--- src/rtl/dvs_cdma_pkg.sv ---
// Shared constants, word layout and pipeline state for the DVS line-buffer core.
// Optional build macro used by the core: DVS_EVENT_COUNT_EN.
package dvs_cdma_pkg;

    localparam int PIX_LSB = 0;
    localparam int PIX_MSB = 7;
    localparam int REF_LSB = 8;
    localparam int REF_MSB = 15;
    localparam int OFF_BIT = 16;
    localparam int ON_BIT  = 17;

    // Bank bases in units of one line bank; read banks sit below the write banks.
    localparam int RD_BANK_BASE = 0;
    localparam int WR_BANK_BASE = 2;

    typedef enum logic {
        IDLE,
        WRITE
    } pipe_state_t;

    function automatic logic [31:0] pack_word(input logic on, input logic off,
                                              input logic [7:0] newref, input logic [7:0] pix);
        logic [31:0] w;
        w = '0;
        w[PIX_MSB:PIX_LSB] = pix;
        w[REF_MSB:REF_LSB] = newref;
        w[OFF_BIT]         = off;
        w[ON_BIT]          = on;
        return w;
    endfunction

endpackage

--- src/rtl/dvs_event_cmp.sv ---
// Combinational brightness-change comparator: flags ON/OFF events and picks the new reference.
// The reference input is named ref_val because "ref" is a reserved word.
module dvs_event_cmp (
    input  logic [7:0] pix,
    input  logic [7:0] ref_val,
    input  logic [7:0] threshold,
    output logic       on,
    output logic       off,
    output logic [7:0] newref
);

    logic       brighter;
    logic       hit;
    logic [8:0] diff;

    // A threshold of zero makes every pixel an event; equal brightness counts as OFF.
    always_comb begin
        brighter = pix > ref_val;
        diff     = brighter ? ({1'b0, pix} - {1'b0, ref_val})
                            : ({1'b0, ref_val} - {1'b0, pix});
        hit      = diff >= {1'b0, threshold};
        on       = hit & brighter;
        off      = hit & ~brighter;
        newref   = hit ? pix : ref_val;
    end

endmodule

--- src/rtl/dvs_cdma_core.sv ---
// DVS emulator core: two-cycle read/compare/write pixel pipeline over ping-pong BRAM line banks.
// Define DVS_EVENT_COUNT_EN to add the saturating per-frame event_count output.
module dvs_cdma_core
    import dvs_cdma_pkg::*;
#(
    parameter int LINE_PIXELS = 640,
    parameter int ADDR_W      = 17
) (
    input  logic              pclk,
    input  logic              reset,
    input  logic              vsync,
    input  logic              href,
    input  logic [7:0]        pix_data,
    input  logic              write_enable_in,
    input  logic [7:0]        threshold,
    output logic              new_frame,
    output logic              read_new_line,
    output logic              write_new_line,
    output logic [ADDR_W-1:0] bram_addr,
    output logic              bram_clk,
    output logic [31:0]       bram_wrdata,
    input  logic [31:0]       bram_rddata,
    output logic              bram_en,
    output logic              bram_rst,
`ifdef DVS_EVENT_COUNT_EN
    output logic [15:0]       event_count,
`endif
    output logic [3:0]        bram_we
);

    localparam int                IDX_W     = $clog2(LINE_PIXELS + 1);
    localparam logic [IDX_W-1:0]  IDX_LIMIT = IDX_W'(LINE_PIXELS);
    localparam int                LB        = LINE_PIXELS * 4;
    localparam logic [ADDR_W-1:0] RD_BASE0  = ADDR_W'(RD_BANK_BASE * LB);
    localparam logic [ADDR_W-1:0] RD_BASE1  = ADDR_W'((RD_BANK_BASE + 1) * LB);
    localparam logic [ADDR_W-1:0] WR_BASE0  = ADDR_W'(WR_BANK_BASE * LB);
    localparam logic [ADDR_W-1:0] WR_BASE1  = ADDR_W'((WR_BANK_BASE + 1) * LB);

    pipe_state_t       state;
    logic [IDX_W-1:0]  pix_idx;
    logic              bank;
    logic              bank_lat;
    logic              vsync_d;
    logic              href_d;
    logic [7:0]        pix_lat;
    logic [ADDR_W-1:0] off_lat;
    logic [ADDR_W-1:0] cur_off;
    logic [ADDR_W-1:0] rd_addr;
    logic [ADDR_W-1:0] wr_addr;
    logic              vsync_rise;
    logic              href_fall;
    logic              accept;
    logic              write_active;
    logic              ev_on;
    logic              ev_off;
    logic [7:0]        newref;
    logic              unused_rddata;

    assign bram_clk      = pclk;
    assign bram_rst      = ~reset;
    assign unused_rddata = ^{bram_rddata[31:REF_MSB+1], bram_rddata[REF_LSB-1:0]};

    assign vsync_rise   = vsync & ~vsync_d;
    assign href_fall    = ~href & href_d;
    assign accept       = reset & write_enable_in & href & (state == IDLE) & (pix_idx < IDX_LIMIT);
    assign write_active = reset & (state == WRITE);

    assign cur_off = ADDR_W'({pix_idx, 2'b00});
    assign rd_addr = (bank ? RD_BASE1 : RD_BASE0) + cur_off;
    assign wr_addr = (bank_lat ? WR_BASE1 : WR_BASE0) + off_lat;

    dvs_event_cmp u_cmp (
        .pix       (pix_lat),
        .ref_val   (bram_rddata[REF_MSB:REF_LSB]),
        .threshold (threshold),
        .on        (ev_on),
        .off       (ev_off),
        .newref    (newref)
    );

    // The read goes out combinationally in the strobe cycle; the write follows in the compare cycle.
    always_comb begin
        bram_en     = 1'b0;
        bram_we     = 4'h0;
        bram_addr   = '0;
        bram_wrdata = '0;
        if (write_active) begin
            bram_en     = 1'b1;
            bram_we     = 4'hF;
            bram_addr   = wr_addr;
            bram_wrdata = pack_word(ev_on, ev_off, newref, pix_lat);
        end else if (accept) begin
            bram_en   = 1'b1;
            bram_addr = rd_addr;
        end
    end

    always_ff @(posedge pclk) begin
        if (!reset) begin
            state          <= IDLE;
            pix_idx        <= '0;
            bank           <= 1'b0;
            bank_lat       <= 1'b0;
            vsync_d        <= 1'b0;
            href_d         <= 1'b0;
            pix_lat        <= '0;
            off_lat        <= '0;
            new_frame      <= 1'b0;
            read_new_line  <= 1'b0;
            write_new_line <= 1'b0;
        end else begin
            vsync_d        <= vsync;
            href_d         <= href;
            new_frame      <= vsync_rise;
            read_new_line  <= href_fall & ~vsync_rise;
            write_new_line <= href_fall & ~vsync_rise;

            case (state)
                IDLE: begin
                    if (accept) begin
                        state    <= WRITE;
                        pix_lat  <= pix_data;
                        off_lat  <= cur_off;
                        bank_lat <= bank;
                    end
                end
                WRITE: state <= IDLE;
                default: state <= IDLE;
            endcase

            // Frame restart outranks the line-end bank swap.
            if (vsync_rise) begin
                pix_idx <= '0;
                bank    <= 1'b0;
            end else if (href_fall) begin
                pix_idx <= '0;
                bank    <= ~bank;
            end else if (state == WRITE) begin
                pix_idx <= pix_idx + 1'b1;
            end
        end
    end

`ifdef DVS_EVENT_COUNT_EN
    always_ff @(posedge pclk) begin
        if (!reset || vsync_rise) begin
            event_count <= '0;
        end else if (write_active && (ev_on || ev_off) && event_count != 16'hFFFF) begin
            event_count <= event_count + 16'd1;
        end
    end
`endif

endmodule

--- config.mk ---
export PLATFORM = sky130hd
export DESIGN_NAME = dvs_cdma_core
export DESIGN_NICKNAME = d
export VERILOG_FILES = /design/src/rtl/dvs_cdma_pkg.sv /design/src/rtl/dvs_event_cmp.sv /design/src/rtl/dvs_cdma_core.sv
export SDC_FILE = /design/constraint.sdc
export NUM_CORES = 1
export LEC_CHECK = 0
export ABC_AREA = 1
export CAP_MARGIN = 20
export CORE_AREA = 3 3 93 95
export CTS_CLUSTER_DIAMETER = 30
export DETAILED_ROUTE_END_ITERATION = 10
export DIE_AREA = 0 0 96 98
export HOLD_SLACK_MARGIN = 0.03
export PLACE_DENSITY_LB_ADDON = 0.25
export SLEW_MARGIN = 20
export SYNTH_ARGS = -nofsm -noshare
export SYNTH_HDL_FRONTEND = slang
export SYNTH_HIERARCHICAL = 1
export SYNTH_SLANG_ARGS = --single-unit
--- constraint.sdc ---
create_clock -name pclk -period 4.1 [get_ports pclk]
set_input_delay 0.82 -clock pclk [delete_from_list [all_inputs] [get_ports pclk]]
set_output_delay 0.82 -clock pclk [all_outputs]
set_load 0.005 [all_outputs]
==> metrics.yaml, run 1 <==
run_status:
  outcome: "finished, violations left"
  violations: "negative setup slack"
detailed_routing:
  post_drt_wl_per_cell_um: 12.7
  antenna_left: 0
  routed_wl_um: 9780
  drc: 0
  viasPerCell: 4.67
  via_count: 3591
  drtIter0Drc: 170
  drtPass1Iterations: 4
synthesis:
  yosysUniqueCellTypes: 36
  synthTopCellsByArea: "dfxtp_1 (21%), nand2_1 (16%), ha_1 (12%), inv_1 (9.7%), nor2_1 (8.6%)"
  yosys.area.top_type_share: 0.211
  ys_ff_latch: 35
  ys_seq_area_frac: 0.211
  synth_cells: 524
  yosys.area.top_type: "dfxtp_1"
  netlist_area_um2: 3320
  syn-mean-instance-area_um2: 6.33
  ys_warn_count: 6
floorplan:
  die_h_um: 98
  die_w_um: 96
  die_area_um2: 9410
  initial_core_util: 0.425
  ios: 112
  core_area_um2: 7810
  num_rows: 32
critical_path:
  worstSetupPathType: "primary input to output pin"
  critPathMaxFanout: 5
  cp_top_family: "buffers and inverters"
  crit_required_ns: 3.28
  crit_top_cell: "buf_4"
  slowest_stage: "ha_4"
  path_buf_inv: 15
  cp.arrival_ns: 3.68
  cp-end-kind: "output pin"
  cpPeakStageDelay_ns: 0.29
  start_kind: "primary input"
power_and_ir_drop:
  power_frac_clock: 0.262
  switchingPower_w: 0.000448
  pwr-share-comb: 0.463
  p_int_w: 0.000842
  powerDensity_nw_per_um2: 261
  p_seq_frac: 0.276
  peakVddDrop_mv: 0.143
  p_total_w: 0.00129
  swShare: 0.347
  p_leak_nw: 2.47
min_path:
  min_path_type: "register to register"
sta:
  tightest_slew_ns: 0.537
  final.period_utilization: 1.10
  finClkSkew_ns: 0.00777
  period_minus_slack_ns: 4.50
  relSlewSlack: 0.641
  setup_tns_ns: -3.36
  drv_slew: 0
  fin_hold_ws_ns: 0.425
  fin_ws_ns: -0.403
  finalHoldViolCount: 0
  fmax_ghz: 0.222
  rsz0062_at_grt: "yes"
  setup_viol_count_final: 10
grt:
  antenna_found_initial: 0
  grt_max_degree: 20
  grt_pass1_wl_um: 15700
  overflow: 0
  track_usage: 0.211
  grt_pass1_vias: 3382
cts:
  cts_tree: "yes"
  postCtsHoldBufs: 0
  path_clk_slew_ns: 0.06
  clock_latency_ns: 0.40
job:
  drv_cap: 0
placement:
  gp_congestion: 0.910
  portBuffers: 68
  post-dp-hpwl_um: 6940
layout:
  antenna_cells: 0
  n_fill_cell: 685
  layout-drive-gt1-share: 0.273
  synthToLayoutAreaGrowth_pct: 49.2
  nets: 753
## final cells by class
| class | count | area (µm²) | area share |
|---|---|---|---|
| Multi-Input combinational cell | 381 | 2370 | 0.480 |
| Sequential cell | 35 | 701 | 0.142 |
| Tap cell | 102 | 128 | 0.0258 |
| Clock inverter | 2 | 12.5 | 0.00253 |
| Timing Repair Buffer | 147 | 1260 | 0.254 |
| Clock buffer | 10 | 124 | 0.0250 |
| Inverter | 92 | 353 | 0.0713 |
## power groups by stage
stage          clock [W]  sequential [W]  combinational [W]
6_report        0.000337        0.000356           0.000597
5_1_grt         0.000368        0.000357           0.000652
4_1_cts         0.000345        0.000356           0.000514
3_5_place_dp   0.0000205        0.000363           0.000374
3_3_place_gp   0.0000205        0.000363           0.000368
2_1_floorplan  0.0000158        0.000363           0.000247
## metal layers
metal	up-vias	share of wire	track usage	wire length (µm)
li1	1837	-	-	-
met1	1614	0.46	0.287	4480
met2	116	0.46	0.319	4480
met3	24	0.058	0.0532	571
met4	0	0.026	0.0755	251
met5	-	0	0	0
## Yosys cell counts
cell type / n
nor2_8: 1
nand3_1: 21
o21ai_0: 6
dfxtp_1: 35
a21oi_1: 27
nand4_1: 1
nand2_1: 143
inv_2: 2
nand3b_1: 9
inv_1: 86
or2_2: 1
o21bai_1: 9
nor2_1: 76
nand2_2: 5
o21ai_4: 1
nor2_4: 1
nor2_2: 2
fa_1: 3
a31o_2: 1
buf_2: 1
nand4_2: 1
nand2_4: 3
a41oi_1: 1
buf_12: 1
xor2_1: 9
conb_1: 1
ha_1: 31
nand3_2: 1
xnor2_1: 2
clkinv_1: 2
o211ai_1: 2
buf_6: 3
buf_4: 29
clkbuf_1: 3
o21ai_1: 2
inv_4: 2
## cells by family (layout without fill, tap and decap cells)
logic type	count (synthesis)	count (layout)	share of synthesized area
AO/OA/AOI/OAI	49	49	0.0879
XOR/XNOR	11	11	0.0290
adder cells (fa/ha/maj)	34	34	0.135
buffers and inverters	129	251	0.192
flip-flops	35	35	0.211
other	1	19	0.00113
AND/OR/NAND/NOR	265	268	0.343
## flip-flops by register name, summed over array words and instances, names as in the netlist
register        flops
off_lat            10
new_frame           1
state               1
pix_lat             8
pix_idx            10
vsync_d             1
write_new_line      1
href_d              1
bank                1
bank_lat            1
## worst register-to-register path, delay by kind of cell (launching register included)
family	cells	cell delay (ns)
AND/OR/NAND/NOR	3	0.35
AO/OA/AOI/OAI	1	0.50
buffers and inverters	1	0.19
flip-flops	1	0.39
## worst paths after layout
| check | start | to | slack (ns) | depth (start not counted) |
|---|---|---|---|---|
| max | bram_rddata[10] | bram_wrdata[12] | -0.40 | 27 |
| min | vsync_d | new_frame | 0.42 | 1 |
| max reg2reg | pix_idx[8] | off_lat[9] | 2.61 | 5 |
| min reg2reg | vsync_d | new_frame | 0.42 | 1 |
## per-stage QoR
stage	cell area, µm²	std cells	util	worst slack, ns
after floorplan	3380	542	-	0.0572
after global placement	4280	725	0.548	-1.19
after detailed placement	4280	725	0.548	-1.23
after CTS	4790	761	0.613	-0.319
after global routing	4950	769	0.634	-0.544
final	4950	769	0.634	-0.403
## layout by cell type, fill, tap and decap left out, types with 7 or more instances in the layout
cell type | synthesis | routed
dfxtp_1 | 35 | 35
nor2_1 | 76 | 70
nand2_2 | 5 | 12
conb_1 | 1 | 19
inv_2 | 2 | 9
clkdlybuf4s50_1 | 0 | 50
nand2_4 | 3 | 7
xor2_1 | 9 | 8
inv_1 | 86 | 78
buf_2 | 1 | 14
ha_4 | 0 | 12
buf_6 | 3 | 12
buf_4 | 29 | 69
nand3_1 | 21 | 19
clkbuf_8 | 0 | 8
o21bai_1 | 9 | 9
ha_1 | 31 | 18
a21oi_1 | 27 | 20
nand3b_1 | 9 | 9
nand2_1 | 143 | 134
a21oi_2 | 0 | 7
## what timing repair did
item | in CTS | in global routing
resized for setup | 125 | 25
gates cloned | 3 | 0
endpoints found under the setup margin | 10 | 10
buffers inserted | 22 | 8
pin swaps | 62 | 29
Power figures use the tool's default switching activity.
==> run 2, diff against run 1 <==
--- a/config.mk
+++ b/config.mk
@@ -11,6 +11,7 @@
 export CTS_CLUSTER_DIAMETER = 30
 export DETAILED_ROUTE_END_ITERATION = 10
 export DIE_AREA = 0 0 96 98
+export GPL_ROUTABILITY_DRIVEN = 0
 export HOLD_SLACK_MARGIN = 0.03
 export PLACE_DENSITY_LB_ADDON = 0.25
 export SLEW_MARGIN = 20
==> run 2 against run 1 <==
  * The flow still finishes with violations (negative setup slack)
  * Sequential share of layout area rose by 0.14 points
  * Wire length rose by 2.2%
  * Die area did not move
  * Combinational power rose by 2%
  * Critical path type unchanged
  * Sequential cell count did not move
  * Global-route usage rose by 0.053 points
  * Final cell count fell by 1.6%
  * Count of clock-buffer cells in the layout did not move
  * Fmax fell by 1.3%
  * Power rose by 0.98%
  * First-iteration DRC count rose by 5.3%
==> metrics.yaml, run 2 (synthesized netlist as in run 1, its figures left out) <==
run_status:
  outcome: "finished, violations left"
  violations: "negative setup slack"
power_and_ir_drop:
  p_int_w: 0.000841  # -0.12%
  peakVddDrop_mv: 0.194  # +35%
  p_leak_nw: 2.43  # -1.5%
  powerDensity_nw_per_um2: 266  # +2.0%
  power_frac_clock: 0.260  # -0.002
  p_seq_frac: 0.273  # -0.003
  pwr-share-comb: 0.467  # +0.004
  swShare: 0.354  # +0.00712
  switchingPower_w: 0.000461  # +3.1%
  p_total_w: 0.00130  # +0.98%
grt:
  overflow: 0  # unchanged
  track_usage: 0.211  # +0.000527
  grt_max_degree: 20  # unchanged
  antenna_found_initial: 0  # unchanged
  grt_pass1_wl_um: 16000  # +1.7%
  grt_pass1_vias: 3456  # +2.2%
min_path:
  hp-start: "vsync_d"
  whs_endpoint: "new_frame"
  min_path_type: "register to register"
  hold_path_depth: 1  # unchanged
critical_path:
  crit_required_ns: 3.28  # about the same
  worstSetupPathType: "primary input to output pin"
  start_kind: "primary input"
  reg2reg_slack_ns: 2.62  # about the same
  reg2reg_from: "pix_idx[8]"
  cp.arrival_ns: 3.74  # +0.06 ns
  critPathMaxFanout: 7  # +2
  ff2ff_path_depth: 5  # unchanged
  cp-end-kind: "output pin"
  worstReg2RegEnd: "off_lat[11]"
layout:
  layout-drive-gt1-share: 0.260  # -0.0133
  final_cell_mix: "nand2_1 (127), inv_1 (79), nor2_1 (72)"
  synthToLayoutAreaGrowth_pct: 47.8
  instances_no_fill: 757  # -1.6%
  final_common_cell: "nand2_1"
  antenna_cells: 0  # unchanged
  finish.utilization: 0.628  # -0.00609
  nets: 741  # -1.6%
  top_regs: "off_lat x10, pix_idx x10, pix_lat x8"
  n_fill_cell: 697  # +1.8%
sta:
  rsz0062_at_grt: "yes"
  setup_viol_count_final: 10  # unchanged
  fmax_ghz: 0.219  # -1.3%
  finClkSkew_ns: 0.0110  # +0.00328 ns
  tightest_slew_ns: 0.526  # -0.0109 ns
  finalHoldViolCount: 0  # unchanged
  final.period_utilization: 1.11  # +0.0141
  fin_ws_ns: -0.461  # -0.0579 ns
  period_minus_slack_ns: 4.56  # +0.0579 ns
  relSlewSlack: 0.648  # +0.00732
  drv_slew: 0  # unchanged
detailed_routing:
  drc: 0  # unchanged
  antenna_left: 0  # unchanged
  via_count: 3546  # -1.3%
  drtPass1Iterations: 4  # unchanged
  routed_wl_um: 9990  # +2.2%
  viasPerCell: 4.68  # +0.31%
  drtIter0Drc: 179  # +5.3%
  post_drt_wl_per_cell_um: 13.2  # +3.8%
cts:
  path_clk_slew_ns: 0.07  # about the same
  postCtsHoldBufs: 0  # unchanged
  clock_latency_ns: 0.39  # about the same
  cts_tree: "yes"
floorplan:
  core_area_um2: 7810  # unchanged
  num_rows: 32  # unchanged
  die_h_um: 98  # unchanged
  ios: 112  # unchanged
  initial_core_util: 0.425  # unchanged
  die_area_um2: 9410  # unchanged
  die_w_um: 96  # unchanged
placement:
  post-dp-hpwl_um: 6760  # -2.6%
  portBuffers: 68  # unchanged
  placed_cells: 720  # -0.69%
job:
  drv_cap: 0  # unchanged
run 2: changes by cell type in the layout (fill, tap and decap cells not counted), moves of 4 or more:
cell / previous run / this run
buf_4: 69 / 58
nand2_2: 12 / 17
nand2_1: 134 / 127
nor2_2: 5 / 1
run 2: final cells by class:
class / instances / area, µm² / share of cell area
clock buffer: 10 / 124 / 0.0253
sequential: 35 / 701 / 0.143
clock inverter: 2 / 12.5 / 0.00255
tap: 102 / 128 / 0.0260
inverter: 92 / 360 / 0.0735
timing repair buffer: 136 / 1170 / 0.240
multi-input combinational: 380 / 2400 / 0.490
run 2: worst max path at each step:
| stage | start | endpoint | slack (ns) | depth (start not counted) |
|---|---|---|---|---|
| after floorplan | bram_rddata[8] | bram_wrdata[10] | 0.06 | 21 |
| after global placement | bram_rddata[8] | bram_wrdata[14] | -1.15 | 27 |
| after detailed placement | bram_rddata[8] | bram_wrdata[8] | -1.23 | 27 |
| after CTS | bram_rddata[8] | bram_wrdata[8] | -0.36 | 29 |
| after global routing | bram_rddata[8] | bram_wrdata[8] | -0.64 | 25 |
| final | bram_rddata[8] | bram_wrdata[13] | -0.46 | 24 |
run 2: layer usage:
metal | part of all wire | track usage
met1 | 0.43 | 0.282
met2 | 0.46 | 0.328
met3 | 0.076 | 0.0524
met4 | 0.037 | 0.0744
met5 | 0 | 0
run 2: repair_timing:
item / 4_1_cts / 5_1_grt
endpoints found under the setup margin: 10 / 10
pin swaps: 41 / 40
gates resized for setup: 117 / 40
cloned: 2 / 0
buffers inserted: 19 / 7
run 2: per-stage QoR:
step	instance area (µm²)	setup WS (ns)	hold WS (ns)	setup TNS, ns
final	4900	-0.461	0.429	-3.64
after global routing	4900	-0.640	0.464	-5.56
after CTS	4670	-0.362	0.433	-2.81
after detailed placement	4240	-1.23	0.418	-11.99
after global placement	4240	-1.15	0.406	-11.14
after floorplan	3380	0.0572	0.392	0
run 2: power by group through the flow:
stage	Clock, W	Sequential, W	Combinational [W]
floorplan	0.0000158	0.000363	0.000247
global placement	0.0000205	0.000362	0.000360
detailed placement	0.0000205	0.000363	0.000367
CTS	0.000347	0.000355	0.000498
global route	0.000368	0.000356	0.000659
finish	0.000339	0.000355	0.000608
run 2: critical path, stage by stage:
cell and delay (ns):
buf_8 0.08, buf_4 0.10, ha_1 0.15, inv_2 0.05, fa_2 0.36, nand3_1 0.13, nand2_2 0.09, xor2_1 0.16
nand2_1 0.08, nand2_1 0.07, inv_2 0.05, ha_4 0.22, nand2_4 0.07, nor2_4 0.04, buf_4 0.14, a41oi_4 0.25
nand2_4 0.14, buf_8 0.17, buf_6 0.12, o21bai_1 0.16, nand2_1 0.06, inv_1 0.05, nor2_1 0.03, buf_2 0.12
